$ cat src/rtl/seg_capture.sv
// Seven-segment bus receiver: recovers per-digit values from the multiplexed active-low
// anode/segment lines once a pattern has been stable for STABLE_CYCLES synchronised samples.
module seg_capture #(
    parameter int unsigned STABLE_CYCLES = 4
) (
    input  logic        fclk,
    input  logic        rst_n,
    input  logic [3:0]  anode,
    input  logic [6:0]  segOut,
    output logic [15:0] digVal,
    output logic [3:0]  digBlank,
    output logic [3:0]  digErr,
    output logic        frameDone,
    output logic        anodeErr
);

    localparam logic [7:0] StableMax = 8'(STABLE_CYCLES);

    typedef enum logic [1:0] {StWait, StSettle, StHeld} state_e;

    // Input path: {anode, segOut}; all-ones means nothing selected, all segments off.
    logic [10:0] sync1_q, sync1_d;
    logic [10:0] sync2_q, sync2_d;
    logic [10:0] prev_q, prev_d;
    logic [7:0]  cnt_q, cnt_d;
    state_e      state_q, state_d;

    logic [15:0] dig_val_q, dig_val_d;
    logic [3:0]  dig_blank_q, dig_blank_d;
    logic [3:0]  dig_err_q, dig_err_d;
    logic [3:0]  seen_q, seen_d;
    logic        frame_done_q, frame_done_d;
    logic        anode_err_q, anode_err_d;

    logic        changed;
    logic        eval_en;
    logic [2:0]  low_cnt;
    logic [1:0]  dig_idx;
    logic [3:0]  dec_val;
    logic        dec_valid;
    logic        dec_blank;
    logic [3:0]  seen_next;

    assign changed = (sync2_q != prev_q);

    always_comb begin
        sync1_d = {anode, segOut};
        sync2_d = sync1_q;
        prev_d  = sync2_q;
        if (changed) begin
            cnt_d = 8'd0;
        end else if (cnt_q < StableMax) begin
            cnt_d = cnt_q + 8'd1;
        end else begin
            cnt_d = cnt_q;
        end
    end

    // FSM: state register
    always_ff @(posedge fclk or negedge rst_n) begin
        if (!rst_n) begin
            state_q <= StWait;
        end else begin
            state_q <= state_d;
        end
    end

    // FSM: next state
    always_comb begin
        state_d = state_q;
        unique case (state_q)
            StWait: begin
                if (!changed) begin
                    state_d = StSettle;
                end
            end
            StSettle: begin
                if (changed) begin
                    state_d = StWait;
                end else if (cnt_d == StableMax) begin
                    state_d = StHeld;
                end
            end
            StHeld: begin
                if (changed) begin
                    state_d = StWait;
                end
            end
            default: state_d = StWait;
        endcase
    end

    // FSM: outputs; evaluation fires on the edge the counter reaches its target.
    always_comb begin
        eval_en = 1'b0;
        unique case (state_q)
            StSettle: eval_en = !changed && (cnt_d == StableMax);
            default:  eval_en = 1'b0;
        endcase
    end

    always_comb begin
        low_cnt = 3'd0;
        dig_idx = 2'd0;
        for (int i = 0; i < 4; i++) begin
            if (!sync2_q[7 + i]) begin
                low_cnt = low_cnt + 3'd1;
                dig_idx = 2'(i);
            end
        end
    end

    always_comb begin
        dec_val   = 4'd0;
        dec_valid = 1'b1;
        dec_blank = 1'b0;
        case (sync2_q[6:0])
            7'h40: dec_val = 4'd0;
            7'h79: dec_val = 4'd1;
            7'h24: dec_val = 4'd2;
            7'h30: dec_val = 4'd3;
            7'h19: dec_val = 4'd4;
            7'h12: dec_val = 4'd5;
            7'h02: dec_val = 4'd6;
            7'h78: dec_val = 4'd7;
            7'h00: dec_val = 4'd8;
            7'h10: dec_val = 4'd9;
            7'h7F: begin
                dec_valid = 1'b0;
                dec_blank = 1'b1;
            end
            default: dec_valid = 1'b0;
        endcase
    end

    always_comb begin
        dig_val_d    = dig_val_q;
        dig_blank_d  = dig_blank_q;
        dig_err_d    = dig_err_q;
        seen_d       = seen_q;
        frame_done_d = 1'b0;
        anode_err_d  = 1'b0;
        seen_next    = seen_q | (4'b0001 << dig_idx);
        if (eval_en) begin
            if (low_cnt == 3'd1) begin
                if (dec_valid) begin
                    dig_val_d[{dig_idx, 2'b00} +: 4] = dec_val;
                    dig_blank_d[dig_idx] = 1'b0;
                    dig_err_d[dig_idx]   = 1'b0;
                end else if (dec_blank) begin
                    dig_blank_d[dig_idx] = 1'b1;
                    dig_err_d[dig_idx]   = 1'b0;
                end else begin
                    dig_blank_d[dig_idx] = 1'b0;
                    dig_err_d[dig_idx]   = 1'b1;
                end
                if (seen_next == 4'hF) begin
                    frame_done_d = 1'b1;
                    seen_d       = 4'h0;
                end else begin
                    seen_d = seen_next;
                end
            end else if (low_cnt >= 3'd2) begin
                anode_err_d = 1'b1;
            end
        end
    end

    always_ff @(posedge fclk or negedge rst_n) begin
        if (!rst_n) begin
            sync1_q      <= '1;
            sync2_q      <= '1;
            prev_q       <= '1;
            cnt_q        <= 8'd0;
            dig_val_q    <= 16'h0000;
            dig_blank_q  <= 4'h0;
            dig_err_q    <= 4'h0;
            seen_q       <= 4'h0;
            frame_done_q <= 1'b0;
            anode_err_q  <= 1'b0;
        end else begin
            sync1_q      <= sync1_d;
            sync2_q      <= sync2_d;
            prev_q       <= prev_d;
            cnt_q        <= cnt_d;
            dig_val_q    <= dig_val_d;
            dig_blank_q  <= dig_blank_d;
            dig_err_q    <= dig_err_d;
            seen_q       <= seen_d;
            frame_done_q <= frame_done_d;
            anode_err_q  <= anode_err_d;
        end
    end

    assign digVal    = dig_val_q;
    assign digBlank  = dig_blank_q;
    assign digErr    = dig_err_q;
    assign frameDone = frame_done_q;
    assign anodeErr  = anode_err_q;

endmodule

$ cat config.mk
export PLATFORM = sky130hd
export DESIGN_NAME = seg_capture
export DESIGN_NICKNAME = d
export VERILOG_FILES = /design/src/rtl/seg_capture.sv
export SDC_FILE = /design/constraint.sdc
export NUM_CORES = 1
export LEC_CHECK = 0
export ABC_AREA = 1
export CAP_MARGIN = 0
export CELL_PAD_IN_SITES_DETAIL_PLACEMENT = 1
export CELL_PAD_IN_SITES_GLOBAL_PLACEMENT = 1
export CORE_MARGIN = 2
export CORE_UTILIZATION = 45
export DETAILED_ROUTE_END_ITERATION = 6
export PLACE_DENSITY = 0.81
export REMOVE_ABC_BUFFERS = 1
export SYNTH_ARGS = -nofsm -noshare
export SYNTH_HDL_FRONTEND = slang
export SYNTH_SLANG_ARGS = --single-unit
$ cat constraint.sdc
create_clock -name fclk -period 4.6 [get_ports fclk]
set_clock_uncertainty 0.05 [all_clocks]
set_input_delay 1.38 -clock fclk [delete_from_list [all_inputs] [get_ports fclk]]
set_output_delay 1.38 -clock fclk [all_outputs]
set_load 0.01 [all_outputs]
==> impl_metrics.toml <==
[final_layout]
layout.core_utilization_pct = 56.8
n_antenna_cell = 0
final_net_count = 464
share_of_post_route_cells_with_drive_strength_above_1_pct = 15.3
number_of_standard_cells_in_the_final_layout_excluding_fillers = 551
syn_to_final_growth_pct = 21.2

[yosys]
commonest_cells_post_synth = "nand2_1 (119), nor2_1 (43), inv_1 (41), dfrtp_1 (40), nand3_1 (40)"
synthArstFlopShare_pct = 100
synth_most_common_cell = "nand2_1"
yosysUniqueCellTypes = 28
post-synth-top-area-fraction_pct = 29.3
synth.area.top_cells = "dfrtp_1 (29%), dfstp_2 (25%), nand2_1 (13%), nand3_1 (5.9%), nor2_1 (4.7%)"
synth.avg_cell_area_um2 = 8.45
synth-edff-count = 0
synth_seq_area_share_pct = 54.7
synth-main-ff-cell = "dfrtp_1"
netlist_area_um2 = 3420
synth_top_cell_by_area = "dfrtp_1"
synth.ff_latch_count = 73
count_of_yosys_warnings_during_synthesis = 0
postSynthCellCount = 404

[critical_path]
reg2reg_to = "digVal[11]$_DFFE_PN0P_"
worst_setup_path_end_kind = "flip-flop"
path_max_fanout = 18
source_of_the_critical_timing_path = "prev_d[8]$_DFF_PN1_"
arr_time_crit_path_ns = 3.00
worstSetupPathType = "reg2reg"
required_time_at_the_worst_slack_endpoint_ns = 4.78
reg2reg_slack_ns = 1.77
r2r.worst_path.cells = 13
start_kind = "flip-flop"
crit-reg2reg-launch = "prev_d[8]$_DFF_PN1_"
critical_path.endpoint = "digVal[11]$_DFFE_PN0P_"

[sta]
timing.fmax_mhz = 354
tns_ns = 0
slew_headroom_pct = 29.0
final_hold_viol_count = 0
worst_pin_slew_ns = 1.07
setup_viol = 0
period_needed_ns = 2.83
rsz0062_at_grt = "no"
finalMaxSlewViolations = 0
post-route-period-util_pct = 61.4

[power]
power.leakage_nw = 1.98
power.density_nw_per_um2 = 339
ir_drop_uv = 173

[floorplanning]
core_area_um2 = 7290
dieArea_um2 = 8300
floorplan.rows = 31
die_h_um = 91.1
io_pins = 39
floorplan.die.width_um = 91.1
start_util_pct = 46.8

[clocking]
cts_made_buffers = 9
clock_insertion_delay_worst_skew_ns = 0.35
clk_pin_slew_worst_paths_ns = 0.08
post_cts_setup_bufs = 0
post_cts_resize_count = 0
tritoncts = "done"
buffer_levels_on_the_longest_clock_path = 2
clock_tree.htree_level_count = 3
cts.sinks = 73
cts_root_buffer_type = "clkbuf_8"
ctsHoldBuffers = 0

[placed_design]
dp_hpwl_mm = 5.86
port_buffers = 38
place.gp.congestion = 0.872
place_inst = 535

[grt]
largest_net_degree_at_the_start_of_global_routing = 52
globalRoute.totalOverflow = 0
global_router_s_overall_resource_usage_pct = 21.5
grt_first_pass_wirelength_mm = 14.0
first_global_vias = 3059
grt_antenna_before_repair = 0

[routing]
dr.pass1.iters = 4
drc = 0
route.final.wire_length_mm = 8.09
via_density = 5.17
ant_nets = 0
routed_wire_length_per_instance_um = 14.7
via_count = 2848
drtIter0Drc = 115

[flow_run]
drv_cap = 0

[status]
status = "finished, final reports clean"

[min_path]
hp-class = "reg2reg"
==> through the flow <==
| step | setup WS, ns | hold slack [ns] | area (µm²) | power, mW |
|---|---|---|---|---|
| finish | 1.77 | 0.302 | 4140 | 1.40 |
| global placement | 1.93 | 0.295 | 3880 | 0.786 |
| detailed placement | 1.78 | 0.297 | 3880 | 0.793 |
| CTS | 1.76 | 0.304 | 4140 | 1.42 |
| global route | 1.48 | 0.312 | 4140 | 1.47 |
| floorplan | 2.10 | 0.295 | 3360 | 0.748 |
==> layout by cell type, fill, tap and decap left out, drive strengths merged, types with 4 or more instances in the layout <==
cell type	instances
a21oi	4
ha	4
nor3	6
nand4	18
nand2	121
clkdlybuf4s50	37
dfstp	33
nand3	42
o21ai	19
nor2	50
inv	46
dfrtp	40
xnor2	7
clkbuf	14
==> per-layer routing <==
metal	vias up	share of wire, %	GRT usage (%)
met3	23	3.3	4.48
met4	0	3.2	10.4
met5	-	0	0
met1	1393	44	25.8
met2	51	49	36.7
li1	1381	-	-
==> how the worst min path moves through the flow <==
stage,startpoint,to,cells past startpoint
floorplan,sync1_q[0]$_DFF_PN1_,prev_d[0]$_DFF_PN1_,0
global placement,sync1_q[0]$_DFF_PN1_,prev_d[0]$_DFF_PN1_,0
detailed placement,sync1_q[0]$_DFF_PN1_,prev_d[0]$_DFF_PN1_,0
CTS,sync1_q[0]$_DFF_PN1_,prev_d[0]$_DFF_PN1_,0
global route,sync1_q[2]$_DFF_PN1_,prev_d[2]$_DFF_PN1_,0
finish,sync1_q[0]$_DFF_PN1_,prev_d[0]$_DFF_PN1_,0
==> kinds of logic after synthesis <==
| logic type | count (synthesis) | share of synthesized area (%) |
|---|---|---|
| adder cells (fa/ha/maj) | 4 | 1.47 |
| AND/OR/NAND/NOR | 240 | 31.2 |
| flip-flops | 73 | 54.7 |
| buffers and inverters | 54 | 6.59 |
| AO/OA/AOI/OAI | 25 | 3.96 |
| XOR/XNOR | 8 | 2.05 |
==> power breakdown <==
part           switching [mW]  total (mW)  internal (mW)  leakage, nW
sequential             0.0150       0.684          0.669        0.906
combinational          0.0671      0.0972         0.0301        0.938
clock                   0.245       0.623          0.379        0.134
total                   0.327        1.40           1.08         1.98
==> critical path, stage by stage (launching register included) <==
cell     delay (ns)
dfstp_2        0.62
inv_2          0.08
ha_1           0.30
xnor2_1        0.23
ha_1           0.18
nand2_1        0.06
xnor2_1        0.17
o21ai_1        0.08
inv_1          0.07
nand2_1        0.17
inv_2          0.29
nand3_1        0.20
nand2_1        0.13
nand2_1        0.06
==> cell type report <==
type / count / area, µm²
inverters: 46 / 173
clock inverters: 2 / 35.0
clock buffers: 14 / 226
flip-flops and latches: 73 / 1870
well taps: 99 / 124
fillers: 909 / 3150
multi-input cells: 277 / 1320
repair buffers: 40 / 390
No activity file was read; power rests on OpenSTA's default activity.
